<file path="src/rtl/cga_mac_apos_icagen.sv">
// cga_mac_apos_icagen: cache address sequencer feeding the MAC address-position latch.
module cga_mac_apos_icagen #(
    parameter int WIDTH     = 16,
    parameter int PAGE_BITS = 10,
    parameter int LEN_BITS  = 4
) (
    input  logic                MCLK,
    input  logic                RESET_N,
    input  logic                LDA,
    input  logic [WIDTH-1:0]    ADDR_15_0,
    input  logic                START,
    input  logic [LEN_BITS-1:0] BLEN,
    input  logic                HOLD,
    input  logic                ABORT,
    input  logic                WRAP_EN,
    output logic [WIDTH-1:0]    ICA_15_0,
    output logic                BUSY,
    output logic                DONE,
    output logic                PAGEX
);
    localparam logic IDLE  = 1'b0;
    localparam logic BURST = 1'b1;
    logic                      state;
    logic [LEN_BITS-1:0]       cnt;
    logic                      carry;
    logic [PAGE_BITS-1:0]      lowNext;
    logic [WIDTH-PAGE_BITS-1:0] highNext;
    always_comb begin
        carry    = &ICA_15_0[PAGE_BITS-1:0];
        lowNext  = ICA_15_0[PAGE_BITS-1:0] + PAGE_BITS'(1);
        highNext = ICA_15_0[WIDTH-1:PAGE_BITS] + (WIDTH-PAGE_BITS)'(carry & ~WRAP_EN);
    end
    assign BUSY = state;
    // BUSY comes straight from the state flop, so every output stays registered
    always_ff @(posedge MCLK or negedge RESET_N) begin
        if (!RESET_N) begin
            state    <= IDLE;
            cnt      <= '0;
            ICA_15_0 <= '0;
            DONE     <= 1'b0;
            PAGEX    <= 1'b0;
        end else begin
            DONE  <= 1'b0;
            PAGEX <= 1'b0;
            if (state == IDLE) begin
                if (LDA) ICA_15_0 <= ADDR_15_0;
                if (START) begin
                    cnt   <= BLEN;
                    state <= BURST;
                end
            end else if (ABORT) begin
                state <= IDLE;
            end else if (!HOLD) begin
                if (cnt == '0) begin
                    state <= IDLE;
                    DONE  <= 1'b1;
                end else begin
                    ICA_15_0 <= {highNext, lowNext};
                    cnt      <= cnt - LEN_BITS'(1);
                    PAGEX    <= carry;
                end
            end
        end
    end
endmodule

</file>
<file path="config.mk">
export PLATFORM = sky130hd
export DESIGN_NAME = cga_mac_apos_icagen
export DESIGN_NICKNAME = d
export VERILOG_FILES = /design/src/rtl/cga_mac_apos_icagen.sv
export SDC_FILE = /design/constraint.sdc
export NUM_CORES = 1
export LEC_CHECK = 0
export ABC_AREA = 1
export BUFFER_PORTS_ARGS = -buffer_cell sky130_fd_sc_hd__buf_2
export CORE_MARGIN = 4
export CORE_UTILIZATION = 47
export CTS_BUF_LIST = sky130_fd_sc_hd__clkbuf_8
export DETAILED_ROUTE_END_ITERATION = 8
export PLACE_DENSITY_LB_ADDON = 0.1
export SYNTH_ARGS = -nofsm -noshare
export SYNTH_HDL_FRONTEND = slang
export SYNTH_SLANG_ARGS = --single-unit
</file>
<file path="constraint.sdc">
create_clock -name MCLK -period 1.9 [get_ports MCLK]
set_input_delay 0.19 -clock MCLK [delete_from_list [all_inputs] [get_ports MCLK]]
set_output_delay 0.19 -clock MCLK [all_outputs]
set_load 0.01 [all_outputs]
</file>
* Word-level counts from Yosys, hierarchy flattened
Index checks and enable logic that the tools add are counted.
Word-level totals: output and inout bits 19, bits in writable memories 0, bits in read-only memories 0, register bits 23, bits in latches 0, memories kept 0
Operators by class: eq/ne operators 3, muxes and demuxes 23, $mul 0, divide/modulo/power cells 0, bitwise gates (word level) 2, magnitude comparators 0, add/sub/neg operators 3, reductions and logical operators 6, shift-type cells 0
Operators by type and width (count):
- $mux W16 | 5
- $mux W4 | 5
- $mux W1 | 13
- $add A10 B1 Y10 const B | 1
- $reduce_and A10 Y1 | 1
- $reduce_and A4 Y1 | 2
- $add A6 B6 Y6 | 1
- $and A1 B6 Y6 | 1
- $ne A2 B2 Y1 const B | 3
- $not A1 Y6 | 1
- $logic_not A4 Y1 | 1
- $reduce_bool A2 Y1 | 2
- $sub A4 B1 Y4 const B | 1

* Logic depth before layout (Yosys ltp)
depth after elaboration 7, depth in mapped cells 14, depth with buffers taken out 14

* Worst setup path after synthesis
Ideal clock, no wire load.
kind reg2reg, start point register ICA_15_0[1], end point register ICA_15_0[11], clock period less this slack 2.083 ns, path buffers 0, data arrival time 1.959 ns, setup time 0.124 ns, slack -0.183 ns, stages on the path, launching flop included 12, cells stage by stage dfrtp_1 > ha_1 > nand2_1 > inv_1 > nand3_1 > nand3b_1 > nor2_1 > ha_1 > ha_1 > or2_2 > o211ai_1 > nand2_1
Between the ends: cells in the longest elaborated chain, start to end 7
Ends and longest elaborated chain:
- from (decl) | RTL line 16 | output logic [WIDTH-1:0] ICA_15_0,
- from (signal assigned) | RTL line 58 | ICA_15_0 <= {highNext, lowNext};
- $reduce_and A10 Y1 | RTL line 29 | carry = &ICA_15_0[PAGE_BITS-1:0];
- $and A1 B6 Y6 | RTL line 31 | highNext = ICA_15_0[WIDTH-1:PAGE_BITS] + (WIDTH-PAGE_BITS)'(carry & ~WRAP_EN);
- $add A6 B6 Y6 | RTL line 31
- $mux W16 | RTL line 54 | if (cnt == '0) begin
- $mux W16 | RTL line 53 | end else if (!HOLD) begin
- $mux W16 | RTL line 51 | end else if (ABORT) begin
- $mux W16 | RTL line 45 | if (state == IDLE) begin
No other way between the ends. The select of a mux whose other input is x is not followed. A chain may end at the register's enable or synchronous reset.

* Worst setup path after layout
start point register ICA_15_0[0], end point register ICA_15_0[11]
The elaborated chain is that of the path after synthesis.

==> implementation parameters <==
Parameter                              Value

Synth
  Synth top area share    39.4%
  Count of distinct cell types in the synthesized netlist    24
  Yosys top cell by area    sky130_fd_sc_hd__dfrtp_1
  Cells taking the most area after synthesis    sky130_fd_sc_hd__dfrtp_1 (39%), sky130_fd_sc_hd__nand2_1 (19%), sky130_fd_sc_hd__nor2_1 (7.4%)
  Ranking of synthesized cells by instance count    sky130_fd_sc_hd__nand2_1 (74), sky130_fd_sc_hd__nor2_1 (29), sky130_fd_sc_hd__dfrtp_1 (23)
  Async set-or-reset flop fraction in the synthesized netlist    100%
  Syn Std Cell Area    roughly 1500 µm²
  Synthesized instance count    between 200 and 250
  Most used flip-flop cell after synthesis    sky130_fd_sc_hd__dfrtp_1
  Synthesized netlist net count    246
  Sequential area share after synthesis    39.4%
  Avg Cell Area, Syn    6.83 µm²
  Cell with the most instances after synthesis    sky130_fd_sc_hd__nand2_1
  Count of flip-flops with a built-in enable after synthesis    0
  Number of warnings reported in the yosys synthesis log    0
  Total of flip-flops plus latches after synthesis    23

Clock tree
  Total clock sinks    23
  TritonCTS Buffers    3
  Library cell used as clock root buffer    sky130_fd_sc_hd__clkbuf_8
  Clock tree from TritonCTS    yes
  Clock latency on the worst-skew pair    0.27 ns
  Htree depth    1
  Clock Tree Buf Depth    2
  Clock-pin transition on the worst setup and hold timing paths    0.08 ns

GRT
  GRT Total Usage    between 10% and 20%
  Initial antenna violation count    0
  Pin count of the biggest net entering global routing    34
  Overflow after GRT    0
  First-pass GRT wire length    6.42 mm
  Vias in the first global route    roughly 1.4k

Die
  Die X-Extent    63.8 µm
  Total die area    a little over 4000 µm²
  Count of boundary I/O pins    46
  Number of core rows    19
  Std-Cell Core Area    around 2900 µm²
  Starting Density    51.2%
  Die height    63.8 µm

STA
  Final critical-path required period    between 1.5 and 2 ns
  Headroom to the max-slew limit    64.2%
  RSZ-0062 raised after global routing    yes
  Max-slew violation total from the final report    0
  Clock skew after layout    roughly 0.0093 ns
  Worst Max-Slew Pin Slew    0.537 ns
  Final number of setup-violating endpoints    2
  Tightest hold margin    0.130 ns
  Final-report hold violation count    0
  Achievable frequency    521 MHz
  Sum of negative setup slack    -0.0246 ns
  Worst setup margin    -0.0187 ns
  Period Utilization, post-route    101%

Setup path
  Startpoint type of the worst setup path    flop
  R2R depth    11
  FF-to-FF Start    ICA_15_0[0]$_DFFE_PN0P_
  Critical path capture point type    flop
  Endpoint of the lowest-slack register-to-register path    ICA_15_0[11]$_DFFE_PN0P_
  R2r setup slk    -0.02 ns
  WS Path Type    reg -> reg
  Arrival time at the worst endpoint    about 2.1 ns
  Maximum fanout along the worst path    2
  WP data required    roughly 2.1 ns

Pwr
  Leakage    between 1 and 1.5 nW
  Power share of the clock group    about 11%
  Part of the power in combinational logic    about 56%
  Flop pwr share    33.1%
  PD cells    about 1400 nW/µm²
  Sw Pwr    1.20 mW
  Largest voltage drop on the vdd net    approximately 0.73 mV
  Final Total Pwr    2.67 mW
  Internal portion of total power    around 1.5 mW
  Switching share of total power    ~45%

Drt
  Total number of vias    about 1.5k
  Drt drc    0
  WL/cell    approximately 12 µm
  Remaining antenna violation count    0
  Detailed Route Iter0 Violations    67
  First-pass iteration count of the detailed router    4
  Drt total wl    3.67 mm
  Routed vias/inst    5.01

Job
  Max_cap viols    0

Finish
  Layout Utilization    66.6%
  Fraction of final layout cells with drive strength greater than 1    30.5%
  Synthesis-to-layout area growth    30.1%
  # nets final    305
  Number of antenna diodes    0

Run status
  Status    complete, but fails checks
  Violated checks    setup timing

Placement
  Port bufs    45
  Placer congestion estimate    0.778
  Hpwl dp    about 2.7 mm

Worst hold path
  Hold Path Class    in -> reg
  Worst min-delay path startpoint    HOLD
  Hold depth    2
  Hold-critical path endpoint    DONE$_DFF_PN0_
-- through the flow --
step | cell area (µm²) | cells | setup WS [ns]
final | 1900 | 303 | -0.0187
after detailed placement | 1830 | 297 | -0.0931
after global placement | 1830 | 297 | 0.0135
after floorplan | 1500 | 214 | -0.126
after global routing | 1900 | 303 | -0.220
after CTS | 1900 | 303 | -0.0319
-- kinds of logic (layout without fill, tap and decap cells) --
family          count (synthesis)  after routing  share of synthesized area [%]
simple gates                  140            140                           40.9
xor+xnor                        2              2                           1.20
flops                          23             23                           39.4
compound gates                 20             20                           7.53
fa+ha+maj                       5              5                           4.28
buf+inv                        24             82                           6.68
-- worst max-delay path, cell delays in order, from the launching register on --
cell	delay, ns
sky130_fd_sc_hd__dfrtp_1	0.37
sky130_fd_sc_hd__ha_2	0.20
sky130_fd_sc_hd__nand2_2	0.05
sky130_fd_sc_hd__inv_2	0.06
sky130_fd_sc_hd__nand3_2	0.07
sky130_fd_sc_hd__nand3b_1	0.18
sky130_fd_sc_hd__nor2_1	0.11
sky130_fd_sc_hd__ha_2	0.21
sky130_fd_sc_hd__ha_4	0.19
sky130_fd_sc_hd__or2_4	0.21
sky130_fd_sc_hd__o211ai_1	0.09
sky130_fd_sc_hd__nand2_1	0.08
-- cells in the final DEF, fill, tap and decap left out, types with 2 or more instances in the layout --
cell type and n:
sky130_fd_sc_hd__a21oi_1 4, sky130_fd_sc_hd__buf_2 45, sky130_fd_sc_hd__buf_4 14, sky130_fd_sc_hd__clkbuf_8 3, sky130_fd_sc_hd__dfrtp_1 23, sky130_fd_sc_hd__ha_1 2
sky130_fd_sc_hd__ha_2 2, sky130_fd_sc_hd__inv_1 17, sky130_fd_sc_hd__inv_2 2, sky130_fd_sc_hd__nand2_1 72, sky130_fd_sc_hd__nand2_2 3, sky130_fd_sc_hd__nand3_1 16
sky130_fd_sc_hd__nand3_2 3, sky130_fd_sc_hd__nand4_1 5, sky130_fd_sc_hd__nor2_1 27, sky130_fd_sc_hd__nor2_2 2, sky130_fd_sc_hd__nor3_1 2, sky130_fd_sc_hd__o211ai_1 3
sky130_fd_sc_hd__o21ai_0 11, sky130_fd_sc_hd__or2_2 5, sky130_fd_sc_hd__or2_4 3
-- per-layer routing --
| metal | share of wire [%] | track usage [%] | wire length [µm] |
|---|---|---|---|
| met3 | 5.2 | 2.80 | 190 |
| met4 | 0.82 | 5.12 | 30 |
| met2 | 47 | 34.4 | 1740 |
| met5 | 0 | 0 | 0 |
| met1 | 46 | 24.9 | 1710 |
-- registers in the layout, summed over array words and instances (netlist names) --
register / flops
ICA_15_0: 16
cnt: 4
BUSY: 1
DONE: 1
PAGEX: 1
-- final cells by class --
cell class	instances	area [µm²]
fillers	265	952
well taps	31	38.8
multi-input cells	167	833
flip-flops and latches	23	576
repair buffers	60	340
clock inverters	1	3.75
inverters	18	67.6
clock buffers	3	41.3
-- timing repair --
action,in CTS,in global routing
endpoints found under the setup margin,5,6
buffers inserted,1,0
hold endpoints to repair,23,0
hold buffers,1,0
pin swaps,6,2
gates resized for setup,1,2
-- power by group through the flow --
stage	clock [mW]	combinational, mW	sequential (mW)
CTS	0.308	1.48	0.887
global placement	0	1.45	0.883
finish	0.303	1.48	0.885
global route	0.329	1.70	0.931
floorplan	0	0.795	0.995
detailed placement	0	1.47	0.894
-- worst max path at each step --
stage                                       start                       end  slack, ns  depth (start not counted)
after floorplan           ICA_15_0[1]$_DFFE_PN0P_  ICA_15_0[11]$_DFFE_PN0P_      -0.13                         11
after global placement    ICA_15_0[1]$_DFFE_PN0P_  ICA_15_0[14]$_DFFE_PN0P_       0.01                         14
after detailed placement  ICA_15_0[0]$_DFFE_PN0P_  ICA_15_0[14]$_DFFE_PN0P_      -0.09                         14
after CTS                 ICA_15_0[0]$_DFFE_PN0P_  ICA_15_0[14]$_DFFE_PN0P_      -0.03                         14
after global routing      ICA_15_0[0]$_DFFE_PN0P_  ICA_15_0[14]$_DFFE_PN0P_      -0.22                         14
final                     ICA_15_0[0]$_DFFE_PN0P_  ICA_15_0[11]$_DFFE_PN0P_      -0.02                         11
Power figures use the tool's default switching activity.
